<file path="src/rtl/cmp_pkg.sv">
// Shared types and default sizes for the min/max burst sequencer.
package cmp_pkg;

    localparam int DEF_WIDTH = 4;
    localparam int DEF_CNT_W = 4;

    typedef enum logic [1:0] {
        IDLE = 2'd0,
        RUN  = 2'd1,
        DONE = 2'd2
    } state_e;

endpackage

</file>
<file path="src/rtl/mag_cmp.sv">
// Combinational unsigned magnitude comparator: a against b.
module mag_cmp #(
    parameter int WIDTH = 4
) (
    input  logic [WIDTH-1:0] a,
    input  logic [WIDTH-1:0] b,
    output logic             a_eq_b,
    output logic             a_gt_b,
    output logic             a_lt_b
);

    // Unsigned relational decode of the two operands
    always_comb begin
        a_eq_b = (a == b);
        a_gt_b = (a > b);
        a_lt_b = (a < b);
    end

endmodule

</file>
<file path="src/rtl/cmp_minmax_seq.sv">
// Burst min/max/argmax sequencer around shared magnitude comparators.
// Optional CMP_STATS_EN adds out_eq_cnt (operands after the first tying the running max).
module cmp_minmax_seq
    import cmp_pkg::*;
#(
    parameter int WIDTH = DEF_WIDTH,
    parameter int CNT_W = DEF_CNT_W
) (
    input  logic             clk,
    input  logic             rst_n,
    input  logic             start,
    input  logic [CNT_W-1:0] len,
    input  logic             in_valid,
    input  logic [WIDTH-1:0] in_data,
    output logic             in_ready,
    output logic             out_valid,
    input  logic             out_ready,
    output logic [WIDTH-1:0] out_max,
    output logic [WIDTH-1:0] out_min,
    output logic [CNT_W-1:0] out_max_idx,
    output logic             out_empty,
    output logic             busy
`ifdef CMP_STATS_EN
    ,
    output logic [CNT_W-1:0] out_eq_cnt
`endif
);

    state_e           state_q, state_d;
    logic [CNT_W-1:0] len_q, len_d;
    logic [CNT_W-1:0] cnt_q, cnt_d;
    logic [WIDTH-1:0] max_q, max_d;
    logic [WIDTH-1:0] min_q, min_d;
    logic [CNT_W-1:0] idx_q, idx_d;
    logic             empty_q, empty_d;
    logic             in_ready_q, out_valid_q, busy_q;
`ifdef CMP_STATS_EN
    logic [CNT_W-1:0] eq_cnt_q, eq_cnt_d;
`endif

    logic max_eq_s, max_gt_s, max_lt_s;
    logic min_eq_s, min_gt_s, min_lt_s;
    logic unused_cmp_s;

    mag_cmp #(.WIDTH(WIDTH)) u_cmp_max (
        .a      (in_data),
        .b      (max_q),
        .a_eq_b (max_eq_s),
        .a_gt_b (max_gt_s),
        .a_lt_b (max_lt_s)
    );

    mag_cmp #(.WIDTH(WIDTH)) u_cmp_min (
        .a      (in_data),
        .b      (min_q),
        .a_eq_b (min_eq_s),
        .a_gt_b (min_gt_s),
        .a_lt_b (min_lt_s)
    );

    assign unused_cmp_s = ^{max_eq_s, max_lt_s, min_eq_s, min_gt_s};

    // Next-state, counter and result-register update
    always_comb begin
        state_d  = state_q;
        len_d    = len_q;
        cnt_d    = cnt_q;
        max_d    = max_q;
        min_d    = min_q;
        idx_d    = idx_q;
        empty_d  = empty_q;
`ifdef CMP_STATS_EN
        eq_cnt_d = eq_cnt_q;
`endif
        case (state_q)
            IDLE: begin
                if (start) begin
                    len_d    = len;
                    cnt_d    = {CNT_W{1'b0}};
                    max_d    = {WIDTH{1'b0}};
                    min_d    = {WIDTH{1'b0}};
                    idx_d    = {CNT_W{1'b0}};
                    empty_d  = (len == {CNT_W{1'b0}});
`ifdef CMP_STATS_EN
                    eq_cnt_d = {CNT_W{1'b0}};
`endif
                    state_d  = (len == {CNT_W{1'b0}}) ? DONE : RUN;
                end else begin
                    state_d = IDLE;
                end
            end
            RUN: begin
                if (in_valid) begin
                    if (cnt_q == {CNT_W{1'b0}}) begin
                        max_d = in_data;
                        min_d = in_data;
                        idx_d = {CNT_W{1'b0}};
                    end else begin
                        // Strict compares keep the earliest index on ties
                        if (max_gt_s) begin
                            max_d = in_data;
                            idx_d = cnt_q;
                        end else begin
                            max_d = max_q;
                        end
                        if (min_lt_s) begin
                            min_d = in_data;
                        end else begin
                            min_d = min_q;
                        end
`ifdef CMP_STATS_EN
                        if (max_eq_s) begin
                            eq_cnt_d = eq_cnt_q + CNT_W'(1);
                        end else begin
                            eq_cnt_d = eq_cnt_q;
                        end
`endif
                    end
                    cnt_d = cnt_q + CNT_W'(1);
                    if (cnt_q == (len_q - CNT_W'(1))) begin
                        state_d = DONE;
                    end else begin
                        state_d = RUN;
                    end
                end else begin
                    state_d = RUN;
                end
            end
            DONE: begin
                if (out_ready) begin
                    state_d = IDLE;
                end else begin
                    state_d = DONE;
                end
            end
            default: state_d = IDLE;
        endcase
    end

    // State, datapath and registered handshake outputs
    always_ff @(posedge clk or negedge rst_n) begin
        if (!rst_n) begin
            state_q     <= IDLE;
            len_q       <= {CNT_W{1'b0}};
            cnt_q       <= {CNT_W{1'b0}};
            max_q       <= {WIDTH{1'b0}};
            min_q       <= {WIDTH{1'b0}};
            idx_q       <= {CNT_W{1'b0}};
            empty_q     <= 1'b0;
            in_ready_q  <= 1'b0;
            out_valid_q <= 1'b0;
            busy_q      <= 1'b0;
`ifdef CMP_STATS_EN
            eq_cnt_q    <= {CNT_W{1'b0}};
`endif
        end else begin
            state_q     <= state_d;
            len_q       <= len_d;
            cnt_q       <= cnt_d;
            max_q       <= max_d;
            min_q       <= min_d;
            idx_q       <= idx_d;
            empty_q     <= empty_d;
            in_ready_q  <= (state_d == RUN);
            out_valid_q <= (state_d == DONE);
            busy_q      <= (state_d != IDLE);
`ifdef CMP_STATS_EN
            eq_cnt_q    <= eq_cnt_d;
`endif
        end
    end

    assign in_ready    = in_ready_q;
    assign out_valid   = out_valid_q;
    assign busy        = busy_q;
    assign out_max     = max_q;
    assign out_min     = min_q;
    assign out_max_idx = idx_q;
    assign out_empty   = empty_q;
`ifdef CMP_STATS_EN
    assign out_eq_cnt  = eq_cnt_q;
`endif

endmodule
</file>
<file path="config.mk">
export PLATFORM = sky130hd
export DESIGN_NAME = cmp_minmax_seq
export DESIGN_NICKNAME = d
export VERILOG_FILES = /design/src/rtl/cmp_pkg.sv /design/src/rtl/mag_cmp.sv /design/src/rtl/cmp_minmax_seq.sv
export SDC_FILE = /design/constraint.sdc
export NUM_CORES = 1
export LEC_CHECK = 0
export CAP_MARGIN = 15
export CORE_MARGIN = 4
export CORE_UTILIZATION = 45
export CTS_CLUSTER_SIZE = 16
export DETAILED_ROUTE_END_ITERATION = 12
export PLACE_DENSITY = 0.75
export SETUP_SLACK_MARGIN = 0.3
export SLEW_MARGIN = 20
export SYNTH_ARGS = -nofsm -noshare
export SYNTH_HDL_FRONTEND = slang
export SYNTH_SLANG_ARGS = --single-unit
</file>
<file path="constraint.sdc">
create_clock -name clk -period 1.9 [get_ports clk]
set_clock_uncertainty 0.15 [all_clocks]
set_input_delay 0.38 -clock clk [delete_from_list [all_inputs] [get_ports clk]]
set_output_delay 0.38 -clock clk [all_outputs]
set_load 0.03 [all_outputs]
</file>
==> results by group <==
Status
  • Run status: complete, no violations

Detailed routing
  • Antenna-violating nets left: 0
  • DRT Pass-1 Iters: 4
  • Residual DRC count: 0
  • Detailed-route via count: around 1200
  • Routed via count divided by cell count: 5.25
  • Detail-routed net length per standard cell: between 15 and 20 um
  • Total Routed Length: roughly 3300 um
  • Drt first-iter violations: 31

Clock network
  • Clock latency on the worst-skew pair: roughly 0.31 ns
  • Count of H-tree levels built during CTS: 1
  • Worst-case clock buffer depth: 2
  • CTS root buf: clkbuf_4
  • Count of hold buffers inserted by post-cts repair: 0
  • Sink count of the clock tree: 26
  • Clock tree from TritonCTS: done
  • Number of buffers inserted during clock tree synthesis: 3
  • Reg clk slew, reported paths: between 0.1 and 0.15 ns

Floorplanning
  • Area of the die: around 4000 um2
  • Standard-cell row count: 19
  • Die width: roughly 63 um
  • Placeable Area: 2850 um2
  • Top-level I/O count: 29
  • Starting density of the core: 48.5%
  • Die Y: roughly 63 um

Timing
  • Final-layout worst hold slack: 0.269 ns
  • Final max-slew violation count: 0
  • Share of the clock period used by the worst path: between 90% and 100%
  • # setup viols final: 0
  • Worst relative slew slack: between 70% and 80%
  • Setup WS post-layout: 0.0166 ns
  • Hold Fails Final Rpt: 0
  • Transition at the pin with the smallest max-transition slack: 0.443 ns
  • Final min period: between 1.5 and 2 ns
  • Achievable clock frequency: between 500 and 600 MHz
  • RSZ-0062 raised after global routing: true

Place
  • Port bufs: 28
  • Placed cells: roughly 200
  • Detailed placer's ending HPWL: between 2000 and 2500 um
  • Routability congestion estimate: 0.875
  • Setup WS pre-CTS: -0.477 ns
  • Placed Instance Area: about 1800 um2

Power and ir drop
  • Net switching power: 0.00151 W
  • Switching Share: 43.2%
  • Flop pwr share: 27.4%
  • Cell Int Power: between 0.0015 and 0.002 W
  • Part of the total power dissipated in the clock network: between 6 and 7%
  • Worst voltage drop across the vdd grid: 0.000850 V
  • Combinational Power Share: about two thirds
  • Static Leakage: between 0.9 and 1 nW
  • Power Density: approximately 1700 nW/um2

Job
  • Max capacitance violation total: 0

Worst hold path
  • Class of the most critical hold timing path: primary input to asynchronous set/reset pin

Worst setup path
  • Slowest Stage Delay on Critical Path: 0.44 ns
  • Critical Setup Path Class: flip-flop to flip-flop
  • Crit path launch type: flip-flop
  • Arrival time reported for the critical path endpoint: roughly 2.0 ns
  • Crit-path max FO: 5
  • Chain of cells forming the critical path: inv_2 > ha_4 > nor2b_4 > o21bai_4 > a21oi_4 > o21ai_4 > mux2_4
  • Crit path max-delay cell type: dfrtp_2
  • WP data required: 1.96 ns
  • Kind of capture point of the worst setup path: flip-flop

Cells and area
  • Final std cell area, no fill: 2050 um2
  • Area added between synthesis and finish: 48.4%
  • Filler cell count in the final layout: 206
  • Number of inserted diodes: 0
  • End-of-flow core utilization: 71.9%
  • Cell Count, Final, Fillers Out: between 200 and 250
  • Final-stage net count: 213
  • Proportion of layout cells with a drive suffix above 1: between 40% and 50%

Global route
  • Largest net degree at the start of global routing: 27
  • Aggregate global-route resource usage: between 10% and 20%
  • Final global-route overflow total: 0
  • Number of antenna violations at the first check in global routing: 0
  • Via count of the first global-routing pass: roughly 1200
  • First-pass GRT wire length: about 5500 um

Logic synthesis
  • Cell count after synthesis: approximately 130
  • Synthesized net count: between 150 and 200
  • Combined area of all synthesized cells: around 1400 um2
  • Avg Cell Area, Syn: a little over 10 um2
  • Number of distinct library cells after synthesis: 30
  • Total of flip-flops plus latches after synthesis: 26
  • Part of the Yosys area used for sequential elements: 47.1%
  • Count of synthesis-stage warnings from yosys: 0
## power groups by stage
| stage | Combinational, W | Clock [W] | Sequential, W |
|---|---|---|---|
| 2_1_floorplan | 0.000968 | 0 | 0.00123 |
| 3_3_place_gp | 0.00184 | 0 | 0.000953 |
| 3_5_place_dp | 0.00189 | 0 | 0.000968 |
| 4_1_cts | 0.00220 | 0.000249 | 0.000952 |
| 5_1_grt | 0.00249 | 0.000278 | 0.000991 |
| 6_report | 0.00230 | 0.000241 | 0.000959 |
## synthesized netlist by cell type
library cell | n | area [um2]
dfrtp_1 | 26 | 651
inv_1 | 12 | 45.0
nand2_1 | 11 | 41.3
ha_1 | 10 | 125
mux2_2 | 10 | 113
o21ai_0 | 9 | 45.0
nor2_1 | 7 | 26.3
nand3_1 | 6 | 30.0
a21oi_1 | 5 | 25.0
and2_1 | 4 | 25.0
nor3_1 | 4 | 20.0
xnor2_1 | 4 | 35.0
xor2_1 | 4 | 35.0
a21o_1 | 2 | 15.0
a32o_1 | 2 | 20.0
nand2b_1 | 2 | 12.5
nor2b_1 | 2 | 12.5
and2b_1 | 1 | 7.51
and4_1 | 1 | 8.76
buf_2 | 1 | 5.00
buf_4 | 1 | 7.51
mux2i_1 | 1 | 10.0
nor3b_1 | 1 | 7.51
nor4_1 | 1 | 6.26
o21ai_2 | 1 | 8.76
o21ai_4 | 1 | 16.3
o21bai_1 | 1 | 7.51
or2_2 | 1 | 6.26
or3_1 | 1 | 6.26
or3b_2 | 1 | 8.76
## what timing repair did
action | CTS | global route
buffers inserted | 9 | 4
endpoints found under the setup margin | 33 | 32
pin swaps | 15 | 14
gates resized for setup | 68 | 37
## per-stage QoR
stage                     power, W  TNS [ns]
final                      0.00350         0
after global routing       0.00375    -0.180
after CTS                  0.00340    -0.234
after detailed placement   0.00286     -5.13
after global placement     0.00279     -4.75
after floorplan            0.00220    -0.118
## path summary, 6_finish.rpt
check / startpoint / to / slack (ns) / cells past startpoint
min in group clk: out_max_idx[2] / out_max_idx[2] / 0.34 / 1
hold reg to reg: out_max_idx[2] / out_max_idx[2] / 0.34 / 1
hold / removal: rst_n / out_min[3] / 0.27 / 2
setup reg to reg: out_max[1] / out_max[2] / 0.02 / 7
setup / recovery: out_max[1] / out_max[2] / 0.02 / 7
max in group asynchronous: rst_n / out_max[3] / 1.06 / 2
## layout make-up
class	instances	area (um2)	area share (%)
tap	31	38.8	1.89
timing repair buffer	54	417	20.3
sequential	26	658	32.1
inverter	12	45.0	2.20
clock buffer	4	26.3	1.28
multi-input combinational	93	867	42.3
## registers in the layout, summed over array words and instances (netlist names)
signal / cells
out_max_idx: 4
in_ready: 1
out_empty: 1
state_q: 2
out_min: 4
busy: 1
cnt_q: 4
out_valid: 1
len_q: 4
out_max: 4
## per-layer routing
metal | GRT usage [%] | routed length, um | vias to the layer above
met5 | 0 | 0 | -
li1 | - | - | 566
met1 | 18.9 | 1330 | 569
met4 | 1.62 | 0 | 0
met2 | 34.6 | 1880 | 21
met3 | 2.31 | 103 | 0
## cells by family (layout without fill, tap and decap cells)
| family | after synthesis | count (layout) | synth area share, % |
|---|---|---|---|
| AO/OA/AOI/OAI | 21 | 21 | 9.95 |
| XOR/XNOR | 8 | 8 | 5.07 |
| adder cells (fa/ha/maj) | 10 | 10 | 9.05 |
| buffers and inverters | 14 | 70 | 4.16 |
| flip-flops | 26 | 26 | 47.1 |
| multiplexers | 11 | 11 | 8.87 |
| AND/OR/NAND/NOR | 43 | 43 | 15.8 |
## placed cells by master, fill, tap and decap left out, drive strengths merged
cell type,n
a21o,2
a21oi,5
a32o,2
and2,4
and2b,1
and4,1
buf,34
clkbuf,10
clkdlybuf4s15,2
clkdlybuf4s50,8
dfrtp,26
dlygate4sd2,4
ha,10
inv,12
mux2,10
mux2i,1
nand2,11
nand2b,2
nand3,6
nor2,7
nor2b,2
nor3,4
nor3b,1
nor4,1
o21ai,11
o21bai,1
or2,1
or3,1
or3b,1
xnor2,4
xor2,4
## critical path: cells and delay by family (launching register included)
family	cells	cell delay, ns
compound gates	3	0.47
buf+inv	1	0.07
mux	1	0.33
flops	1	0.44
simple gates	1	0.13
fa+ha+maj	1	0.19
Note: power is estimated with default switching activity, not from simulation.
==> patch: new RTL, same settings <==
Add a define of `CMP_STATS_EN`.
--- a/src/rtl/cmp_minmax_seq.sv
+++ b/src/rtl/cmp_minmax_seq.sv
@@ -1,5 +1,7 @@
 // Burst min/max/argmax sequencer around shared magnitude comparators.
 // Optional CMP_STATS_EN adds out_eq_cnt (operands after the first tying the running max).
+`define CMP_STATS_EN
+
 module cmp_minmax_seq
     import cmp_pkg::*;
 #(
Formal check against the unedited RTL (old outputs only; new: out_eq_cnt): equivalent (Yosys induction, for registers that start in step).
==> patch against the unedited design <==
The run now ends with setup timing left; critical path type unchanged; setup slack worse by 68 ps; area after synthesis rose by 21%; largest cell class unchanged; wire length grew 33%; total power grew 27%; cell area grew 24%; final cell count is 30% higher; die area grew 18%; sequential cell count grew 4.
==> patch: results (changes against the unedited design) <==
status: "finished, violations left"
antenna_found_initial: 0  # unchanged
critPathMaxStageDelay_ps: 390  # -50 ps
cts_max_level: 2  # +1
worstSetupPathType: "flip-flop to flip-flop"
r2r_start: "cnt_q[0]$_DFFE_PN0P_"
fin_ws_ps: -51.5  # -68.1 ps
drive_above_1_share_pct: 41.8  # -7.4 points
finalSetupViolations: 14  # +14
yosysSeqAreaShare_pct: 44.9  # -2.1 points
hp-class: "input port to async pin"
violations: "setup timing"
worst_pin_slew_ps: 385  # -57.4 ps
cts_made_buffers: 5  # +2
track_usage_pct: 19.6  # +2.6 points
dr_total_vias: 1532  # +33%
fin_setup_tns_ps: -442  # -442 ps
synthDistinctLibCells: 41  # +37%
dr.pass1.iters: 4  # unchanged
fill_cells: 241  # +17%
gp_congestion: 0.983  # +12%
grt_max_degree: 31  # +15%
crit_family: "compound AO/OA/AOI/OAI gates"
ys_async_sr_fraction_pct: 100  # unchanged
worstPathArrival_ps: 1970  # +20 ps
p_leak_nw: 1.20  # +23%
crit_slowest_cell: "dfrtp_1"
grt_pass1_wl_mm: 6.70  # +21%
ys_top_cells_by_area: "dfrtp_1 45%, ha_1 8.2%, nand2_1 4.5%"
drtIter0Drc: 49  # +58%
post_drt_wl_per_cell_um: 15.5  # +2.8%
finalNetCount: 262  # +23%
clock_latency_ps: 280  # -30 ps
ff2ff_path_depth: 6  # -1
synth_common_cells: "30 x dfrtp_1, 20 x nand2_1, 15 x inv_1, 11 x ha_1, 10 x nand3_1"
root_buffer: "clkbuf_8"
path_max_fanout: 3  # -2
preCtsSetupSlack_ps: -497  # -20.3 ps
crit_path_end: "out_min[0]$_DFFE_PN0P_"
placed_cell_area_um2: 2260  # +23%
antennaDiodeCount: 0  # unchanged
place_hpwl_mm: 2.97  # +27%
syn_nets: 194  # +24%
clockBufferDepth: 2  # unchanged
ys_warn_count: 0  # unchanged
path_clk_slew_ps: 70  # -70 ps
portBuffers: 32  # +14%
vdd_drop_max_uv: 813  # -4.3%
==> patch: changes by cell type after synthesis, sizes merged, moves of 3 or more <==
cell	unedited run	this run
nand2	11	20
nand3	6	10
nand4	0	4
dfrtp	26	30
and3	0	3
buf	2	5
inv	12	15
o21ai	11	7
mux2	10	5
nor3	4	1
o22ai	0	6
mux2i	1	6
and2	4	1
==> patch: layout make-up <==
cell class	instances	area, µm²	area share [%]
multi-input cells	119	1010	39.7
flip-flops and latches	30	758	29.8
clock buffers	7	86.3	3.39
clock inverters	1	5.00	0.197
repair buffers	67	572	22.5
inverters	15	56.3	2.21
well taps	46	57.6	2.26
==> patch: metal layers <==
| metal | vias up | global-route usage [%] | share of wire (%) |
|---|---|---|---|
| li1 | 732 | - | - |
| met4 | 0 | 7.30 | 0.82 |
| met1 | 754 | 22.6 | 43 |
| met2 | 42 | 34.3 | 52 |
| met5 | - | 0 | 0 |
| met3 | 4 | 5.35 | 4.6 |
==> patch: power breakdown <==
group / total [mW] / leakage (nW) / switching [mW] / internal, mW
clock network: 0.530 / 0.0482 / 0.238 / 0.292
logic: 2.75 / 0.785 / 1.47 / 1.28
registers: 1.16 / 0.364 / 0.231 / 0.929
total: 4.44 / 1.20 / 1.93 / 2.51
==> patch: logic make-up after synthesis <==
| logic type | Yosys count | share of synthesized area (%) |
|---|---|---|
| mux | 11 | 7.19 |
| flops | 30 | 44.9 |
| simple gates | 58 | 17.2 |
| fa+ha+maj | 11 | 8.24 |
| xor+xnor | 8 | 4.19 |
| buf+inv | 21 | 5.09 |
| compound gates | 31 | 13.2 |
==> patch: metrics by stage <==
step                total power [mW]  instances
global placement                3.50        268
CTS                             4.15        280
detailed placement              3.58        268
finish                          4.44        285
global route                    4.73        285
floorplan                       2.67        170
==> patch: worst min path at each step <==
stage | startpoint | endpoint | slack, ps | cells past startpoint
5_1_grt | rst_n | out_eq_cnt[0]$_DFFE_PN0P_ | 370 | 2
4_1_cts | rst_n | state_q[0]$_DFF_PN0_ | 350 | 2
2_1_floorplan | rst_n | busy$_DFF_PN0_ | -70 | 0
3_3_place_gp | out_max_idx[1]$_DFFE_PN0P_ | out_max_idx[1]$_DFFE_PN0P_ | 360 | 2
3_5_place_dp | out_max_idx[1]$_DFFE_PN0P_ | out_max_idx[1]$_DFFE_PN0P_ | 370 | 2
6_report | rst_n | cnt_q[2]$_DFFE_PN0P_ | 350 | 2
==> patch: repair_timing <==
item / 4_1_cts / 5_1_grt
gates resized for setup: 45 / 43
buffers inserted: 4 / 5
endpoints found under the setup margin: 39 / 37
pin swaps: 12 / 17
